<file path="config.mk">
export PLATFORM = sky130hd
export DESIGN_NAME = usb_tx_sequencer
export DESIGN_NICKNAME = d
export VERILOG_FILES = /design/src/rtl/usb_tx_sequencer.sv
export SDC_FILE = /design/constraint.sdc
export NUM_CORES = 1
export LEC_CHECK = 0
export BUFFER_PORTS_ARGS = -buffer_cell sky130_fd_sc_hd__buf_2
export CAP_MARGIN = 10
export CORE_MARGIN = 1.5
export CORE_UTILIZATION = 28
export CTS_BUF_LIST = sky130_fd_sc_hd__clkbuf_4
export DETAILED_ROUTE_END_ITERATION = 7
export GPL_ROUTABILITY_DRIVEN = 0
export PLACE_DENSITY = 0.56
export SYNTH_ARGS = -nofsm -noshare
export SYNTH_HDL_FRONTEND = slang
export SYNTH_SLANG_ARGS = --single-unit
</file>
<file path="constraint.sdc">
create_clock -name clk -period 2.3 [get_ports clk]
set_clock_uncertainty 0.2 [all_clocks]
set_input_delay 0.23 -clock clk [delete_from_list [all_inputs] [get_ports clk]]
set_output_delay 0.23 -clock clk [all_outputs]
set_load 0.02 [all_outputs]
</file>
<file path="src/rtl/usb_tx_sequencer.sv">
// USB packet transmit sequencer: SYNC, PID, payload, CRC16 and EOP control.
// Build option: define USB_TX_CRC_EN to append CRC_LO/CRC_HI to data packets.
module usb_tx_sequencer (
  input  logic       clk,
  input  logic       n_rst,
  input  logic       tx_start,
  input  logic [7:0] tx_pid,
  input  logic       tx_has_data,
  input  logic [6:0] tx_len,
  input  logic       fifo_empty,
  input  logic       Load_Byte,
  output logic [7:0] FSM_byte,
  output logic [1:0] select,
  output logic       load_en,
  output logic       idle,
  output logic       Tim_rst,
  output logic       Tim_en,
  output logic       eop,
  output logic       eop_new_bit,
  output logic       fifo_rd,
  output logic       tx_busy,
  output logic       tx_done,
  output logic       tx_underrun
);

  localparam logic [1:0] SEL_FIFO  = 2'd0;
  localparam logic [1:0] SEL_FSM   = 2'd1;
  localparam logic [7:0] SYNC_BYTE = 8'h80;
  localparam logic [6:0] MAX_LEN   = 7'd64;

`ifdef USB_TX_CRC_EN
  localparam logic [1:0] SEL_CRCL = 2'd2;
  localparam logic [1:0] SEL_CRCH = 2'd3;
`endif

  typedef enum logic [3:0] {
    S_IDLE,
    S_START,
    S_SYNC,
    S_PID,
    S_DATA,
`ifdef USB_TX_CRC_EN
    S_CRC_LO,
    S_CRC_HI,
`endif
    S_EOP_SE0,
    S_EOP_J,
    S_DONE
  } state_t;

  state_t     state_q, state_d;
  logic [7:0] pid_q, pid_d;
  logic       data_q, data_d;
  logic [6:0] rem_q, rem_d;
  logic [2:0] div_q, div_d;
  logic       se0_q, se0_d;
  logic [1:0] sel_q, sel_d;
  logic [7:0] byte_q, byte_d;
  logic       urun_q, urun_d;

  logic [6:0] len_clamp;
  logic [1:0] tail_sel;
  logic [1:0] len0_sel;

  assign len_clamp = (tx_len > MAX_LEN) ? MAX_LEN : tx_len;

`ifdef USB_TX_CRC_EN
  assign tail_sel = SEL_CRCL;
  assign len0_sel = SEL_CRCL;
`else
  assign tail_sel = SEL_FSM;
  assign len0_sel = SEL_FSM;
`endif

  assign select      = sel_q;
  assign FSM_byte    = byte_q;
  assign tx_underrun = urun_q;

  // Next-state, next-datapath and control output decode.
  always_comb begin
    state_d     = state_q;
    pid_d       = pid_q;
    data_d      = data_q;
    rem_d       = rem_q;
    div_d       = div_q;
    se0_d       = se0_q;
    sel_d       = sel_q;
    byte_d      = byte_q;
    urun_d      = urun_q;
    load_en     = 1'b0;
    idle        = 1'b0;
    Tim_rst     = 1'b0;
    Tim_en      = 1'b0;
    eop         = 1'b0;
    eop_new_bit = 1'b0;
    fifo_rd     = 1'b0;
    tx_busy     = 1'b1;
    tx_done     = 1'b0;

    unique case (state_q)
      S_IDLE: begin
        idle    = 1'b1;
        tx_busy = 1'b0;
        if (tx_start) begin
          pid_d   = tx_pid;
          data_d  = tx_has_data;
          rem_d   = len_clamp;
          urun_d  = 1'b0;
          sel_d   = SEL_FSM;
          byte_d  = SYNC_BYTE;
          state_d = S_START;
        end
      end

      S_START: begin
        Tim_rst = 1'b1;
        load_en = 1'b1;
        byte_d  = pid_q;
        state_d = S_SYNC;
      end

      S_SYNC: begin
        Tim_en = 1'b1;
        if (Load_Byte) begin
          state_d = S_PID;
          if (data_q && rem_q != 7'd0)
            sel_d = SEL_FIFO;
          else if (data_q)
            sel_d = len0_sel;
          else
            sel_d = SEL_FSM;
        end
      end

      S_PID: begin
        Tim_en = 1'b1;
        if (Load_Byte) begin
          if (sel_q == SEL_FIFO) begin
            if (fifo_empty) begin
              urun_d  = 1'b1;
              state_d = S_EOP_SE0;
            end else begin
              fifo_rd = 1'b1;
              rem_d   = rem_q - 7'd1;
              state_d = S_DATA;
              if (rem_q == 7'd1)
                sel_d = tail_sel;
            end
          end else if (data_q) begin
`ifdef USB_TX_CRC_EN
            state_d = S_CRC_LO;
            sel_d   = SEL_CRCH;
`else
            state_d = S_EOP_SE0;
`endif
          end else begin
            state_d = S_EOP_SE0;
          end
        end
      end

      S_DATA: begin
        Tim_en = 1'b1;
        if (Load_Byte) begin
          if (sel_q == SEL_FIFO) begin
            if (fifo_empty) begin
              urun_d  = 1'b1;
              state_d = S_EOP_SE0;
            end else begin
              fifo_rd = 1'b1;
              rem_d   = rem_q - 7'd1;
              if (rem_q == 7'd1)
                sel_d = tail_sel;
            end
          end else begin
`ifdef USB_TX_CRC_EN
            state_d = S_CRC_LO;
            sel_d   = SEL_CRCH;
`else
            state_d = S_EOP_SE0;
`endif
          end
        end
      end

`ifdef USB_TX_CRC_EN
      S_CRC_LO: begin
        Tim_en = 1'b1;
        if (Load_Byte)
          state_d = S_CRC_HI;
      end

      S_CRC_HI: begin
        Tim_en = 1'b1;
        if (Load_Byte)
          state_d = S_EOP_SE0;
      end
`endif

      S_EOP_SE0: begin
        eop   = 1'b1;
        div_d = div_q + 3'd1;
        if (div_q == 3'd7) begin
          eop_new_bit = 1'b1;
          se0_d       = ~se0_q;
          if (se0_q)
            state_d = S_EOP_J;
        end
      end

      S_EOP_J: begin
        div_d = div_q + 3'd1;
        if (div_q == 3'd7) begin
          eop_new_bit = 1'b1;
          state_d     = S_DONE;
        end
      end

      S_DONE: begin
        idle    = 1'b1;
        Tim_rst = 1'b1;
        tx_done = 1'b1;
        state_d = S_IDLE;
      end

      default: begin
        state_d = S_IDLE;
      end
    endcase

    if (state_d == S_EOP_SE0 && state_q != S_EOP_SE0) begin
      sel_d  = SEL_FIFO;
      byte_d = 8'h00;
    end
  end

  // State and datapath registers.
  always_ff @(posedge clk or negedge n_rst) begin
    if (!n_rst) begin
      state_q <= S_IDLE;
      pid_q   <= 8'h00;
      data_q  <= 1'b0;
      rem_q   <= 7'd0;
      div_q   <= 3'd0;
      se0_q   <= 1'b0;
      sel_q   <= SEL_FIFO;
      byte_q  <= 8'h00;
      urun_q  <= 1'b0;
    end else begin
      state_q <= state_d;
      pid_q   <= pid_d;
      data_q  <= data_d;
      rem_q   <= rem_d;
      div_q   <= div_d;
      se0_q   <= se0_d;
      sel_q   <= sel_d;
      byte_q  <= byte_d;
      urun_q  <= urun_d;
    end
  end

endmodule

</file>
==> After elaboration in Yosys (flattened, before gate mapping) <==
Cells that the tools add are included.
{ "totals": {"regBits": 35, "inputBits": 21, "out_inout_bits": 20, "wordCells": 102} }
{ "op_classes": {"add_sub_neg": 2, "magnitude_cmp": 1, "n_eq_ne": 22, "mux": 48, "bitwise": 1, "n_reduce_logical": 19} }
{ "ops": {"columns": ["cell", "n"], "rows": [
  ["2-to-1 mux 4 bit", 10],
  ["2-to-1 mux 7 bit", 5],
  ["one-hot mux 4 bit (7 select lines)", 1],
  ["== test 4 x 3 -> 1 bit, second input constant", 5],
  ["2-to-1 mux 1 bit", 19],
  ["2-to-1 mux 8 bit", 2],
  ["one-hot mux 8 bit (2 select lines)", 1],
  ["2-to-1 mux 2 bit", 7],
  ["one-hot mux 7 bit (2 select lines)", 1],
  ["AND reduction 5 bit", 2],
  ["!= test 3 x 1 -> 1 bit, second input constant", 3],
  ["== test 4 x 2 -> 1 bit, second input constant", 2],
  ["OR reduction 2 bit", 4],
  ["== test 7 x 1 -> 1 bit, second input constant", 1],
  ["greater-than comparator 7 bit, second input constant", 1],
  ["AND reduction 7 bit", 1],
  ["nonzero test 7 bit", 1],
  ["subtractor 7 x 1 -> 7 bit, second input constant", 1],
  ["!= test 2 x 1 -> 1 bit, second input constant", 3],
  ["!= test 3 bit, second input constant", 2],
  ["one-hot mux 2 bit (3 select lines)", 1],
  ["AND reduction 2 bit", 3],
  ["== test 4 x 1 -> 1 bit, second input constant", 1],
  ["logical NOT 4 bit", 1],
  ["13 further kinds", 15]
]} }

==> Longest topological paths before layout <==
Gate-level depths: netlist of run 1.
{ "depth": {"word_depth": 8, "ltp_mapped": 8, "ltp_nobuf": 7} }

==> Worst setup path after synthesis of run 1 <==
Ideal clock, no wire load.
{ "synth_timing": {"kind": "register -> output", "startpoint": "reg state_q[0]", "endpoint": "out fifo_rd", "t_arrival_ns": 1.760, "t_required_ns": 1.870, "path_slack_ns": 0.110, "path_stages_with_launch": 5, "path_buffers": 1, "path_cell_list": "dfrtp_1 > or4b_4 > o31a_1 > buf_2 > nor3_1"} }
{ "synth_between": {"elab_chain_cells": 3, "elab_cells_between_ends": 4, "cone_classes": "eq/ne (2); mux (1); reduce/logical (1)"} }
{ "synth_lines": {"columns": ["item", "line", "text"], "rows": [
  ["start: declaration", "51", "state_t state_q, state_d;"],
  ["start signal: assignment", "250", "state_q <= state_d;"],
  ["== test 4 x 3 -> 1 bit or == test 4 x 2 -> 1 bit (tied branches)", "100", "unique case (state_q)"],
  ["OR reduction 2 bit (no line) (*)", null, null],
  ["2-to-1 mux 1 bit (*)", null, null],
  ["end: declaration", "20", "output logic fifo_rd,"]
]} }
Every way passes the cells marked *; elsewhere a longest branch is shown, timed or not.

==> Worst setup path after layout of run 1 <==
{ "layout_timing": {"startpoint": "reg state_q[1]", "endpoint": "out fifo_rd"} }
The elaborated chain is that of the path after synthesis.

==> summary.txt, run 1 <==
=================================================================================
Result of the run ..................................................    completed
Final setup violation count ........................................            0
Top fanout value on the critical path ..............................            4
Leftover overflow at the end of global routing .....................            0
Most area-hungry cell type in the Yosys netlist .................... sky130_fd_sc_hd__dfrtp_1
Worst hold-check path type .........................................       in2reg
Number of nets in the finished design ..............................          279
Type of element launching the critical path ........................         flop
Synth async-reset ratio ............................................         1.00
Combinational family with the most area after synthesis ............ simple AND/OR/NAND/NOR gates
Combined buffer and inverter count along the critical path .........            1
Endpoint arrival time on the critical path .........................      1800 ps
Critical setup path kind ...........................................      reg2out
Synth-to-layout area growth ........................................        33.8%
Vias after detailed routing ........................................         1628
Data required time of the worst path ...............................      1870 ps
DR DRC count .......................................................            0
Height of the chip .................................................      83.5 um
Global Route Usage Sum .............................................        0.132
Clock latency of the later-clocked register in the worst-skew pair .       340 ps
Starting utilization of the core area ..............................        0.287
Number of vias per cell after detailed routing .....................         4.90
#FFs+latches synth .................................................           34
Via count of the first global-routing pass .........................         1583
Predominant post-synthesis flop cell ............................... sky130_fd_sc_hd__dfrtp_1
Initial antenna violation count ....................................            0
Slew Viols, Final ..................................................            0
Slowest stage delay, CP ............................................       560 ps
Commonest non-fill, non-tap cells in the layout .................... sky130_fd_sc_hd__buf_2, sky130_fd_sc_hd__dfrtp_1, sky130_fd_sc_hd__nor2_1
Average size of a mapped cell ......................................     9.70 um2
Post-route setup slack .............................................      67.1 ps
Count of mapped cells out of synthesis .............................          187
Synthesized-area fraction occupied by and/or/nand/nor cells ........        0.199
Termination of the worst setup path ................................      fifo_rd
Headroom to the max-slew limit .....................................        0.476
Drt initial violations .............................................          123
Number of library cell types mapped by synthesis ...................           47
First-pass GRT wire length .........................................      7470 um
Register-to-register path setup slack ..............................       180 ps
Source of the worst register-to-register timing path ............... state_q[1]$_DFF_PN0_
Antenna fix cells ..................................................            0
Static Leak ........................................................      1.16 nW
Die X ..............................................................      83.5 um
Largest cells by area after synthesis .............................. sky130_fd_sc_hd__dfrtp_1, sky130_fd_sc_hd__mux2_2, sky130_fd_sc_hd__nor2_1
F_max ..............................................................    0.448 GHz
Clk Tree Root Cell ................................................. sky130_fd_sc_hd__clkbuf_4
Post-synthesis compound-gate area fraction .........................        0.170
Element type at the critical path end ..............................   output pin
Clock transition at the registers of the reported paths ............       120 ps
Synth Area in XOR/XNOR .............................................       0.0145
Max Cap Viol .......................................................            0
CP top delay family ................................................ simple AND/OR/NAND/NOR gates
Core region area ...................................................  0.00631 mm2
Clock tree sinks ...................................................           34
Critical Path Slowest Stage Cell ................................... sky130_fd_sc_hd__or4b_4
Maximum count of clock buffers along a single path .................            2
Post-synthesis mux area share ......................................       0.0738
Tcrit/Tclk final ...................................................        0.971
Final ANT Viol Nets ................................................            0
R2R depth ..........................................................            6
Filler cell count in the final layout ..............................          667
Dpl hpwl ...........................................................      3080 um
Portion of the post-synthesis area used by sequential elements .....        0.469
Capture point of the worst reg-to-reg path ......................... select[0]$_DFFE_PN0P_
Fraction of final layout cells sized beyond drive strength 1 .......        0.333
DRT Pass-1 Iters ...................................................            4
Die Outline Area ...................................................  0.00697 mm2
Area share of the largest cell type after synthesis ................        0.469
Overall power of the completed layout ..............................      1.94 mW
Post-Synth Adder-Cell Area .........................................       0.0276
CP Cell Sequence ................................................... or4b_4 > o31a_1 > nor3_2 > buf_4
Pre-CTS setup slack ................................................       128 ps
YS warnings ........................................................            0
Critical Path Start ................................................ state_q[1]$_DFF_PN0_
Number of clock buffers inserted by TritonCTS ......................            5
Final wirelength ...................................................      4300 um
Final Hold Fails ...................................................            0
Number of synthesized flops with an enable pin .....................            0
Number of core rows ................................................           29
Maximum vdd ir drop ................................................   0.000325 V
Tmin final .........................................................      2230 ps
Setup repair after global routing missed its margin ................         true
Total number of cells along the worst setup path ...................            4
Worst slew pin tran ................................................       786 ps
Wire length per cell after detailed routing ........................      12.9 um
Most common library cell in the layout ignoring fill and taps ...... sky130_fd_sc_hd__buf_2
Clock tree from TritonCTS ..........................................         done
H-tree level count .................................................            2
Maximum number of pins on one net before global-route repair .......           35
IO Count ...........................................................           41
Netlist Area Pre-Place .............................................  0.00181 mm2
Number of port buffers .............................................           39
Power density over the cells .......................................   800 mW/mm2
=================================================================================
cell type report:
| type | count | area, um2 | share of cell area |
|---|---|---|---|
| clock inverters | 3 | 68.8 | 0.0284 |
| inverters | 6 | 22.5 | 0.00928 |
| repair buffers | 69 | 453 | 0.187 |
| clock buffers | 5 | 37.5 | 0.0155 |
| well taps | 77 | 96.3 | 0.0397 |
| flip-flops and latches | 34 | 853 | 0.352 |
| multi-input cells | 138 | 895 | 0.369 |
flip-flops by register name (all words and copies together), names as in the netlist:
signal / count
data_q: 1
se0_q: 1
FSM_byte: 8
select: 1
rem_q: 7
state_q: 4
pid_q: 8
div_q: 3
tx_underrun: 1
cells in the mapped netlist (4+ instances only):
master and n:
sky130_fd_sc_hd__nor2_1 24, sky130_fd_sc_hd__o21ai_0 10, sky130_fd_sc_hd__a22oi_1 7, sky130_fd_sc_hd__a21oi_1 7, sky130_fd_sc_hd__dfrtp_1 34, sky130_fd_sc_hd__o21ai_1 4
sky130_fd_sc_hd__buf_2 5, sky130_fd_sc_hd__nand2_1 15, sky130_fd_sc_hd__mux2_2 11, sky130_fd_sc_hd__inv_1 6, sky130_fd_sc_hd__ha_1 4, sky130_fd_sc_hd__nor3_1 6
sky130_fd_sc_hd__nand2b_1 7
cells by family (layout without fill, tap and decap cells):
family,count (synthesis),after routing
and+or+nand+nor,71,71
AOI/OAI and AO/OA,46,46
DFF,34,34
buffers and inverters,16,83
muxes,12,12
adders and majority gates,4,4
xor gates and xnor gates,3,3
other,1,2
worst register-to-register path, delay by kind of cell (launching register included):
kind            cells  cell delay (ps)
simple gates        2              610
flops               1              440
compound gates      2              360
mux                 1              200
buf+inv             1              180
power breakdown:
part / internal [mW] / switching (mW) / total, mW
clock: 0.340 / 0.217 / 0.557
combinational: 0.251 / 0.304 / 0.555
sequential: 0.735 / 0.0955 / 0.830
total: 1.33 / 0.616 / 1.94
metrics by stage:
| stage | TNS (ps) | instance area (um2) | utilization | hold slack, ps | cells |
|---|---|---|---|---|---|
| 5_1_grt | -18.9 | 2430 | 0.384 | 14.3 | 332 |
| 3_3_place_gp | 0 | 2140 | 0.339 | 171 | 306 |
| 2_1_floorplan | 0 | 1820 | - | -266 | 188 |
| 3_5_place_dp | 0 | 2140 | 0.339 | 170 | 306 |
| 4_1_cts | 0 | 2410 | 0.382 | 4.81 | 330 |
| 6_report | 0 | 2430 | 0.384 | 9.65 | 332 |
timing repair:
item	in CTS	in global routing
endpoints found under the hold margin	45	0
gates resized for setup	4	1
endpoints found under the setup margin	1	2
setup buffers	4	2
pin swaps	1	0
hold buffers	12	0
worst min-delay path by stage:
| stage | startpoint | end | slack (ps) | cells after the start |
|---|---|---|---|---|
| finish | fifo_empty | tx_underrun$_DFFE_PN0P_ | 10 | 3 |
| global route | tx_len[1] | rem_q[1]$_DFFE_PN0P_ | 10 | 3 |
| CTS | fifo_empty | tx_underrun$_DFFE_PN0P_ | 5 | 3 |
| detailed placement | n_rst | rem_q[3]$_DFFE_PN0P_ | 170 | 1 |
| global placement | n_rst | rem_q[5]$_DFFE_PN0P_ | 170 | 1 |
| floorplan | n_rst | FSM_byte[0]$_DFFE_PN0P_ | -270 | 0 |
layer usage:
metal / vias up / GRT usage / share of wire / routed length (um)
met3: 6 / 0.0356 / 0.046 / 197
met1: 773 / 0.178 / 0.47 / 2020
met2: 45 / 0.209 / 0.47 / 2030
li1: 804 / - / - / -
met4: 0 / 0.0358 / 0.011 / 46
met5: - / 0 / 0 / 0
Note: power is estimated with default switching activity, not from simulation.
==> run 2, diff against run 1 <==
--- a/config.mk
+++ b/config.mk
@@ -7,12 +7,13 @@
 export LEC_CHECK = 0
 export BUFFER_PORTS_ARGS = -buffer_cell sky130_fd_sc_hd__buf_2
 export CAP_MARGIN = 10
-export CORE_MARGIN = 1.5
+export CORE_MARGIN = 2
 export CORE_UTILIZATION = 28
 export CTS_BUF_LIST = sky130_fd_sc_hd__clkbuf_4
 export DETAILED_ROUTE_END_ITERATION = 7
 export GPL_ROUTABILITY_DRIVEN = 0
 export PLACE_DENSITY = 0.56
+export RECOVER_POWER = 100
 export SYNTH_ARGS = -nofsm -noshare
 export SYNTH_HDL_FRONTEND = slang
 export SYNTH_SLANG_ARGS = --single-unit
==> run 2 against run 1 <==
Against the previous run:
- highest routed layer unchanged
- register-to-register slack got worse by 40 ps
- sequential power about the same
- combinational power decreased by 3%
- critical path depth unchanged
- global-route usage decreased by 0.31 points
- sequential share of layout area is 0.29 points higher
- design area decreased by 0.83%
- via count down 1.7%
- clock power rose by 2%
==> summary.txt, run 2 (synthesized netlist as in run 1, its figures left out) <==
=================================================================================
Tcrit/Tclk final ...................................................        0.993
Clock tree sinks ...................................................           34
Maximum count of clock buffers along a single path .................            2
Final ANT Viol Nets ................................................            0
IO Count ...........................................................           41
Number of nets in the finished design ..............................          280
Maximum number of pins on one net before global-route repair .......           35
Commonest non-fill, non-tap cells in the layout .................... sky130_fd_sc_hd__dfrtp_1, sky130_fd_sc_hd__nor2_1, sky130_fd_sc_hd__buf_2
Type of element launching the critical path ........................         flop
Core region area ...................................................  0.00631 mm2
Final setup violation count ........................................            0
Filler cell count in the final layout ..............................          674
Inst Count DP ......................................................          308
Vias after detailed routing ........................................         1601
Number of vias per cell after detailed routing .....................         4.81
F_max ..............................................................    0.438 GHz
Data required time of the worst path ...............................      1870 ps
Starting utilization of the core area ..............................        0.287
Post-route setup TNS ...............................................         0 ps
Die X ..............................................................      84.5 um
Number of port buffers .............................................           39
Number of clock buffers inserted by TritonCTS ......................            5
Placed standard-cell area ..........................................  0.00216 mm2
Clock latency of the later-clocked register in the worst-skew pair .       340 ps
Clock transition at the registers of the reported paths ............       120 ps
Final instance area ................................................  0.00241 mm2
Initial antenna violation count ....................................            0
Endpoint arrival time on the critical path .........................      1850 ps
Synth-to-layout area growth ........................................        32.7%
DRT Pass-1 Iters ...................................................            4
Max Cap Viol .......................................................            0
Clock tree from TritonCTS ..........................................         done
Final Hold Fails ...................................................            0
Wire length per cell after detailed routing ........................      13.3 um
H-tree level count .................................................            2
Antenna fix cells ..................................................            0
Die Outline Area ...................................................  0.00713 mm2
Global Route Usage Sum .............................................        0.128
Maximum vdd ir drop ................................................   0.000326 V
Worst hold-check path type .........................................       in2reg
Leftover overflow at the end of global routing .....................            0
Power density over the cells .......................................   805 mW/mm2
First-pass GRT wire length .........................................      7440 um
Non-filler instance count after layout .............................          333
Tmin final .........................................................      2280 ps
Element type at the critical path end ..............................   output pin
Number of core rows ................................................           29
Fraction of final layout cells sized beyond drive strength 1 .......        0.266
Drt initial violations .............................................           91
Result of the run ..................................................    completed
Final wirelength ...................................................      4430 um
Most common library cell in the layout ignoring fill and taps ...... sky130_fd_sc_hd__dfrtp_1
Overall power of the completed layout ..............................      1.94 mW
Headroom to the max-slew limit .....................................        0.422
Worst slew pin tran ................................................       868 ps
Slew Viols, Final ..................................................            0
Critical setup path kind ...........................................      reg2out
Dpl hpwl ...........................................................      3180 um
Via count of the first global-routing pass .........................         1597
Setup repair after global routing missed its margin ................         true
DR DRC count .......................................................            0
Static Leak ........................................................      1.11 nW
Top fanout value on the critical path ..............................            6
Height of the chip .................................................      84.5 um
Clk Tree Root Cell ................................................. sky130_fd_sc_hd__clkbuf_4
=================================================================================
-- run 2: cell count changes in the layout (fill, tap and decap cells not counted), sizes merged --
cell         delta
buf            -22
clkbuf         +22
dlygate4sd3     +1
-- run 2: report_power, final --
group / internal [mW] / switching [mW]
clock network: 0.340 / 0.228
registers: 0.735 / 0.0966
logic: 0.235 / 0.303
-- run 2: metal layers --
| layer | share of wire | vias up | global-route usage |
|---|---|---|---|
| met2 | 0.47 | 40 | 0.209 |
| met3 | 0.047 | 5 | 0.0275 |
| met1 | 0.47 | 752 | 0.172 |
| met5 | 0 | - | 0 |
| li1 | - | 804 | - |
| met4 | 0.014 | 0 | 0.0390 |
-- run 2: what timing repair did --
action / CTS / global route
pin swaps: 0 / 1
setup buffers: 2 / 2
endpoints found under the hold margin: 46 / 0
hold buffers: 13 / 0
gates resized for setup: 3 / 1
endpoints found under the setup margin: 1 / 1
-- run 2: area by class of cell --
cell class / instances / area [um2] / share of cell area
multi-input combinational: 138 / 893 / 0.371
inverter: 6 / 22.5 / 0.00936
clock inverter: 3 / 68.8 / 0.0286
sequential: 34 / 853 / 0.355
clock buffer: 5 / 37.5 / 0.0156
timing repair buffer: 70 / 434 / 0.180
tap: 77 / 96.3 / 0.0400
-- run 2: per-stage QoR --
step	util	worst slack, ps	hold WS (ps)
after floorplan	-	110	-266
after global placement	0.342	213	170
after CTS	0.383	8.30	8.93
after detailed placement	0.342	174	161
final	0.381	16.3	7.33
after global routing	0.381	-46.6	16.1
-- run 2: final timing paths --
kind	start	to	slack, ps	cells after the start
min in group asynchronous	n_rst	rem_q[3]$_DFFE_PN0P_	300	2
worst min-delay path	tx_len[2]	rem_q[2]$_DFFE_PN0P_	7	3
worst min register to register	div_q[0]$_DFFE_PN0P_	div_q[0]$_DFFE_PN0P_	290	1
worst max-delay path	state_q[3]$_DFF_PN0_	fifo_rd	20	4
max in group asynchronous	n_rst	state_q[2]$_DFF_PN0_	990	2
worst max register to register	state_q[3]$_DFF_PN0_	select[0]$_DFFE_PN0P_	140	6
-- run 2: critical path, stage by stage, from the launching register on --
cell and delay [ps]:
sky130_fd_sc_hd__dfrtp_2 450, sky130_fd_sc_hd__or4b_4 570, sky130_fd_sc_hd__o31a_1 150, sky130_fd_sc_hd__nor3_2 170, sky130_fd_sc_hd__buf_4 160
